[config.mk]
export PLATFORM = sky130hd
export DESIGN_NAME = integrate_dump
export DESIGN_NICKNAME = d
export VERILOG_FILES = /design/src/rtl/integrate_dump_pkg.sv /design/src/rtl/integrate_dump_sample_decode.sv /design/src/rtl/integrate_dump.sv
export SDC_FILE = /design/constraint.sdc
export NUM_CORES = 1
export LEC_CHECK = 0
export CORE_MARGIN = 5
export CORE_UTILIZATION = 43
export CTS_BUF_LIST = sky130_fd_sc_hd__clkbuf_8 sky130_fd_sc_hd__clkbuf_16
export CTS_CLUSTER_DIAMETER = 200
export DETAILED_ROUTE_END_ITERATION = 10
export PLACE_DENSITY = 0.73
export SLEW_MARGIN = 20
export SYNTH_ARGS = -nofsm -noshare
export SYNTH_HDL_FRONTEND = slang
export SYNTH_SLANG_ARGS = --single-unit
[constraint.sdc]
create_clock -name clk -period 3.15 [get_ports clk]
set_input_delay 0.4725 -clock clk [delete_from_list [all_inputs] [get_ports clk]]
set_output_delay 0.4725 -clock clk [all_outputs]
set_load 0.01 [all_outputs]
[src/rtl/integrate_dump_pkg.sv]
// Shared definitions for the track channel: default widths, code-rate NCO step
// and the bit layout of wiped-off baseband samples.
package integrate_dump_pkg;
  localparam int ACC_WIDTH_DEF = 16;
  localparam int CNT_WIDTH_DEF = 15;

  // Nominal C/A chipping-rate NCO increment: 1.023 MHz / 16.8 MHz * 2^32.
  localparam logic [31:0] CA_RATE_INC = 32'd261532830;

  // Sample layout: [SIGN_BIT] = sign (1 = negative), [MAG_W-1:0] = magnitude.
  localparam int SAMPLE_W = 3;
  localparam int SIGN_BIT = 2;
  localparam int MAG_W    = 2;
endpackage

[src/rtl/integrate_dump_sample_decode.sv]
// Sign/magnitude baseband sample to two's complement; shared by correlator arms.
module sample_decode
  import integrate_dump_pkg::*;
#(
  parameter int ACC_WIDTH = ACC_WIDTH_DEF
) (
  input  logic        [SAMPLE_W-1:0]  sample,
  output logic signed [ACC_WIDTH-1:0] value
);
  logic signed [ACC_WIDTH-1:0] mag;

  assign mag   = {{(ACC_WIDTH-MAG_W){1'b0}}, sample[MAG_W-1:0]};
  // A negative zero negates to zero, so no special case is needed.
  assign value = sample[SIGN_BIT] ? -mag : mag;
endmodule

[src/rtl/integrate_dump.sv]
// Integrate-and-dump correlator back end with valid/ready result handoff and
// sticky overrun. Define INTDUMP_SATURATE_EN to clamp the accumulator instead of wrapping.
module integrate_dump
  import integrate_dump_pkg::*;
#(
  parameter int ACC_WIDTH = ACC_WIDTH_DEF,
  parameter int CNT_WIDTH = CNT_WIDTH_DEF
) (
  input  logic                        clk,
  input  logic                        reset,
  input  logic                        enable,
  input  logic                        sample_valid,
  input  logic        [SAMPLE_W-1:0]  sample,
  input  logic                        dump,
  output logic signed [ACC_WIDTH-1:0] result,
  output logic        [CNT_WIDTH-1:0] result_count,
  output logic                        result_valid,
  input  logic                        result_ready,
  output logic                        overrun,
  input  logic                        overrun_clr
);

  function automatic logic signed [ACC_WIDTH-1:0] acc_add(
    input logic signed [ACC_WIDTH-1:0] a,
    input logic signed [ACC_WIDTH-1:0] b
  );
`ifdef INTDUMP_SATURATE_EN
    logic signed [ACC_WIDTH:0] s;
    s = {a[ACC_WIDTH-1], a} + {b[ACC_WIDTH-1], b};
    if (s[ACC_WIDTH] != s[ACC_WIDTH-1])
      acc_add = s[ACC_WIDTH] ? {1'b1, {(ACC_WIDTH-1){1'b0}}}
                             : {1'b0, {(ACC_WIDTH-1){1'b1}}};
    else
      acc_add = s[ACC_WIDTH-1:0];
`else
    acc_add = a + b;
`endif
  endfunction

  function automatic logic [CNT_WIDTH-1:0] cnt_inc(
    input logic [CNT_WIDTH-1:0] c,
    input logic                 inc
  );
    cnt_inc = (inc && (c != {CNT_WIDTH{1'b1}})) ? c + 1'b1 : c;
  endfunction

  logic signed [ACC_WIDTH-1:0] value;
  logic signed [ACC_WIDTH-1:0] in_val;
  logic signed [ACC_WIDTH-1:0] acc_p0;
  logic signed [ACC_WIDTH-1:0] acc_nxt;
  logic        [CNT_WIDTH-1:0] cnt_p0;
  logic        [CNT_WIDTH-1:0] cnt_nxt;
  logic                        take;
  logic                        do_dump;
  logic                        ovr_set;

  sample_decode #(.ACC_WIDTH(ACC_WIDTH)) u_decode (
    .sample (sample),
    .value  (value)
  );

  assign take    = enable & sample_valid;
  assign do_dump = enable & dump;
  assign in_val  = take ? value : '0;
  assign acc_nxt = acc_add(acc_p0, in_val);
  assign cnt_nxt = cnt_inc(cnt_p0, take);
  assign ovr_set = do_dump & result_valid & ~result_ready;

  // Stage p0: running integration, cleared on each epoch dump
  always_ff @(posedge clk or negedge reset) begin
    if (!reset) begin
      acc_p0 <= '0;
      cnt_p0 <= '0;
    end else if (do_dump) begin
      acc_p0 <= '0;
      cnt_p0 <= '0;
    end else if (enable) begin
      acc_p0 <= acc_nxt;
      cnt_p0 <= cnt_nxt;
    end
  end

  // Stage p1: result register and handshake, one clock after the dump
  always_ff @(posedge clk or negedge reset) begin
    if (!reset) begin
      result       <= '0;
      result_count <= '0;
      result_valid <= 1'b0;
    end else if (do_dump) begin
      result       <= acc_nxt;
      result_count <= cnt_nxt;
      result_valid <= 1'b1;
    end else if (result_valid && result_ready) begin
      result_valid <= 1'b0;
    end
  end

  always_ff @(posedge clk or negedge reset) begin
    if (!reset)
      overrun <= 1'b0;
    else if (ovr_set)
      overrun <= 1'b1;
    else if (overrun_clr)
      overrun <= 1'b0;
  end

endmodule
Word level (Yosys, flattened, before mapping)
Index checks and enable logic that the tools add are counted.
Storage, ports and cells
  input bits: 10
  register bits: 64
  word-level logic and storage cells: 31
Cells by class
  bitwise logic cells: 5
  add/subtract/negate cells: 3
  reduce and logical (&&, ||, !) cells: 5
  equality and inequality tests: 1
  mux-type cells: 11
Operator list (number)
  2-to-1 mux 16 bit: 4
  2-to-1 mux 15 bit: 3
  adder 16 bit: 1
  negation 2 -> 16 bit: 1
  adder 15 x 1 -> 15 bit (second input constant): 1
  != test 15 bit (second input constant): 1
  nonzero test 2 bit: 3
  AND 1 bit: 4
  2-to-1 mux 1 bit: 4
  logical AND 1 bit: 2
  NOT 1 bit: 1

Longest topological paths before layout
Gate-level depths: netlist of the first run.
  word-level depth: 6
  mapped depth: 13
  gate-level depth less buffers: 12

Modules after synthesis
From an unflattened synthesis of the first run, not the netlist that was laid out.
Unflattened totals
  cells, all modules: 350
  area total of the unflattened synthesis: 3504.6 um^2
Modules (own cells, without submodules)
  integrate_dump: cells each 331, seq. area each 1601.5 um^2, times used 1, area an instance 3358.2 um^2
  sample_decode: cells each 19, seq. area each 0.0 um^2, times used 1, area an instance 146.4 um^2

Worst setup path after synthesis of the first run
OpenSTA, ideal clock, no wires.
  path kind: input port to flip-flop
  from: in sample[0]
  to: reg result[15]
  stages: 13
  arrival time: 2.727 ns
  path buffers: 3
  setup slack: 0.301 ns
  required time: 3.028 ns
  cells stage by stage: inv_1 ha_1 nand4b_1 inv_1 buf_2 buf_2 ha_1 clkbuf_1 nor2_1 o21ai_0 o311ai_0 a211o_1 a32o_1
Between the ends
  longest elaborated chain between the ends: 4
Ends and longest elaborated chain
  start: declaration: RTL line integrate_dump.sv:13  | input logic [SAMPLE_W-1:0] sample,
  negation 2 -> 16 bit: RTL line integrate_dump_sample_decode.sv:14  | assign value = sample[SIGN_BIT] ? -mag : mag;
  2-to-1 mux 16 bit *: RTL line integrate_dump_sample_decode.sv:14
  2-to-1 mux 16 bit *: RTL line integrate_dump.sv:64  | assign in_val = take ? value : '0;
  adder 16 bit *: RTL line integrate_dump.sv:36  | acc_add = a + b;
  end signal: assignment: RTL line integrate_dump.sv:90  | result <= acc_nxt;
  end: declaration: RTL line integrate_dump.sv:15  | output logic signed [ACC_WIDTH-1:0] result,
Every way passes the cells marked *; elsewhere a longest branch is shown, timed or not.
A chain may end at the register's enable or synchronous reset.

Worst setup path after layout of the first run
  from: in sample[0]
  to: reg acc_p0[11]
Between the ends
  longest elaborated chain between the ends: 6
Ends and longest elaborated chain
  negation 2 -> 16 bit: RTL line integrate_dump_sample_decode.sv:14
  2-to-1 mux 16 bit *: RTL line integrate_dump_sample_decode.sv:14
  2-to-1 mux 16 bit *: RTL line integrate_dump.sv:64
  adder 16 bit *: RTL line integrate_dump.sv:36
  2-to-1 mux 16 bit *: RTL line integrate_dump.sv:77  | end else if (enable) begin
  2-to-1 mux 16 bit *: RTL line integrate_dump.sv:74  | end else if (do_dump) begin
  end signal: assignment: RTL line integrate_dump.sv:78  | acc_p0 <= acc_nxt;
  end: declaration: RTL line integrate_dump.sv:49  | logic signed [ACC_WIDTH-1:0] acc_p0;
Every way passes the cells marked *; elsewhere a longest branch is shown, timed or not. The select of a mux whose other input is x is not followed.

==> run summary, run 1 <==
Status: finished clean
Final Cell Area: 4550 um^2
Clk slew on worst S/H paths: 0.08 ns
Residual DRC: 0
Area leader, netlist: dfrtp_1
CP Launch Point: sample[0]
Layout area overhead: 20.5%
Max cap viols: 0
Register Area: 1600 um^2
Layout Nets: 472
Netlist cell types: 66
Post-synthesis adder-cell area fraction: 2.18%
Post-DP HPWL: 7010 um
Crit Reg-Reg Startpoint: acc_p0[0]
Congestion Overflow GR: 0
Post-synthesis mux area share: 1.62%
Die X: 104 um
Area contributors post-synth: dfrtp_1 42%, xnor2_1 5.6%, nand2_1 5.4%, o21ai_0 4.8%, o2bb2ai_1 3.7%
Pleak: 1.85 nW
Maximum VDD drop: 0.000293 V
Io pins: 43
Clock sink total: 64
Fraction of layout cells with a size suffix above 1: 12.0%
Worst EP required: 3.39 ns
Worst Setup Start Kind: input pin
Most frequent cell after synthesis: dfrtp_1
Synth Area in Simple Gates: 19.6%
Via density: 5.79
Site row count: 34
Post-synth top area share: 42.4%
Die Span Y: 104 um
Post-synthesis xor/xnor area fraction: 6.02%
Mapped Avg Cell Area: 9.13 um^2
Most used DFF post-synth: dfrtp_1
Finished Core Util: 52.7%
Period minus WS final: 2.96 ns
DRT Wirelength: 9630 um
Total GRT Usage: 18.6%
Flops & latches, synth: 64
Post-CTS setup buffer count: 0
HP Class: in -> async
Number of synthesized flops with an enable pin: 0
Tightest Pin Transition: 0.694 ns
Pwr/cell area: 510 nW/um^2
Fmax: 338 MHz
Seq/Total Area, Yosys: 42.4%
CTS Root Cell: clkbuf_8
Final Hold Violating Endpoints: 0
Main combinational cell family by area after synthesis: compound AO/OA/AOI/OAI gates
Initial DRC count: 118
DR pass1 iterations: 5
Die ar.: 10800 um^2
Final Wtd Congestion: 0.869
Power Total: 2.32 mW
Fill count: 818
Worst r2r path cells: 8
Post-synth ARST share: 100%
Final cycle utilization of the critical path: 94.0%
WP data arrival: 3.20 ns
Number of global-route vias before repair: 3284
Post-Syn Area: 3780 um^2
Hold-fix buffer count after cts: 0
First-pass GRT wire length: 16700 um
IO buf count: 42
CTS Buffer Depth: 2
Post-DP Area: 4360 um^2
Max Slew Vio Count: 0
Clk_lat worst skew: 0.34 ns
CP max FO: 6
Final setup vio count: 0
CTS tree: yes
CP Capture Type: register
CORE AREA: 8640 um^2
H-tree levels: 3
Slew Limit Headroom: 52.5%
Pin count of the biggest net entering global routing: 44
Synth Area in Compound Gates: 22.7%
WL/cell: 17.0 um
Critical setup path kind: in -> reg
Post-route ant nets: 0
Worst setup path endpoint: acc_p0[11]
Final Skew: 0.00967 ns
R2R setup slack: 0.79 ns
RSZ-0062 raised after global routing: no
Initial core utilization: 43.8%
Initial antenna violation count: 0
Post-Syn Instances: 414
Mapped Nets: 430
Commonest cells post-synth: 64 x dfrtp_1, 54 x nand2_1, 36 x o21ai_0, 25 x nor2_1, 24 x xnor2_1
Inserted Diodes: 0
Routed vias: 3290
YS warnings: 0
Critical R2R Capture: result[14]
Num CTS Buffers: 9
Multi-input logic area: 1980 um^2
==> critical path: stages <==
cell	delay (ns)
clkdlybuf4s50_1	0.46
inv_1	0.06
ha_1	0.30
nand2_1	0.07
o21ai_0	0.08
nand3_1	0.15
inv_1	0.06
ha_1	0.29
a21oi_1	0.06
buf_4	0.15
nor4_2	0.36
buf_4	0.19
o2bb2ai_2	0.16
o21ai_1	0.09
a22o_1	0.23
==> logic make-up (layout without fill, tap and decap cells) <==
kind of cell / after synthesis / count (layout)
AOI/OAI and AO/OA: 120 / 120
xor gates and xnor gates: 26 / 26
adders and majority gates: 6 / 6
buffers and inverters: 47 / 93
DFF: 64 / 64
muxes: 6 / 6
and+or+nand+nor: 145 / 145
==> how the worst min path moves through the flow <==
stage | start | endpoint | slack (ns) | cells after the start
finish | reset | cnt_p0[2] | 0.13 | 1
global route | reset | cnt_p0[2] | 0.17 | 1
CTS | reset | cnt_p0[2] | 0.14 | 1
detailed placement | result[0] | result[0] | 0.47 | 2
global placement | result_count[8] | result_count[8] | 0.46 | 2
floorplan | reset | acc_p0[0] | 0.18 | 0
==> timing repair <==
action,CTS,global route
hold endpoints to repair,0,0
endpoints found under the setup margin,0,2
gates resized for setup,0,2
==> cells in the final DEF, fill, tap and decap left out, drive strengths merged, types with 7 or more instances in the layout <==
| master | synthesis | final |
|---|---|---|
| a21oi | 9 | 9 |
| a31oi | 7 | 7 |
| buf | 14 | 24 |
| clkbuf | 20 | 9 |
| clkdlybuf4s50 | 0 | 41 |
| dfrtp | 64 | 64 |
| inv | 13 | 13 |
| nand2 | 54 | 54 |
| nand3 | 17 | 17 |
| nand4 | 10 | 10 |
| nor2 | 25 | 25 |
| nor3 | 8 | 8 |
| o21ai | 41 | 41 |
| o2bb2ai | 17 | 17 |
| or3 | 7 | 7 |
| xnor2 | 24 | 24 |
==> area by class of cell <==
| type | count | area share, % |
|---|---|---|
| Clock buffer | 9 | 2.72 |
| Clock inverter | 6 | 1.35 |
| Inverter | 13 | 1.07 |
| Multi-Input combinational cell | 303 | 43.5 |
| Sequential cell | 64 | 35.2 |
| Tap cell | 108 | 2.97 |
| Timing Repair Buffer | 65 | 13.2 |
==> metal layers <==
metal / vias to the layer above / track usage, % / wire (um)
met5: - / 0 / 0
met4: 0 / 6.38 / 140
met3: 14 / 3.67 / 465
met2: 90 / 29.0 / 4480
met1: 1581 / 25.8 / 4540
li1: 1605 / - / -
==> flip-flops by register name, indices dropped and copies added (netlist names) <==
name / count
acc_p0: 16
result: 16
cnt_p0: 15
result_count: 15
overrun: 1
result_valid: 1
==> through the flow <==
stage	hold slack [ns]	instances	TNS, ns	setup slack (ns)
global placement	0.460	553	-0.635	-0.104
CTS	0.143	568	0	0.146
global route	0.168	568	0	0.00309
finish	0.128	568	0	0.190
floorplan	0.177	414	0	0.301
detailed placement	0.470	553	-1.94	-0.246
==> report_power, final <==
| part | leakage [nW] | internal, mW | total [mW] | switching [mW] |
|---|---|---|---|---|
| Sequential | 0.866 | 0.925 | 1.06 | 0.134 |
| Clock | 0.0948 | 0.358 | 0.696 | 0.338 |
| Combinational | 0.892 | 0.284 | 0.569 | 0.284 |
Power figures use the tool's default switching activity.
==> run 2: changes to the inputs <==
--- a/config.mk
+++ b/config.mk
@@ -5,6 +5,7 @@
 export SDC_FILE = /design/constraint.sdc
 export NUM_CORES = 1
 export LEC_CHECK = 0
+export CAP_MARGIN = 20
 export CORE_MARGIN = 5
 export CORE_UTILIZATION = 43
 export CTS_BUF_LIST = sky130_fd_sc_hd__clkbuf_8 sky130_fd_sc_hd__clkbuf_16
==> results of run 2 <==
No change in the layout: final DEF, timing and power equal those of run 1.
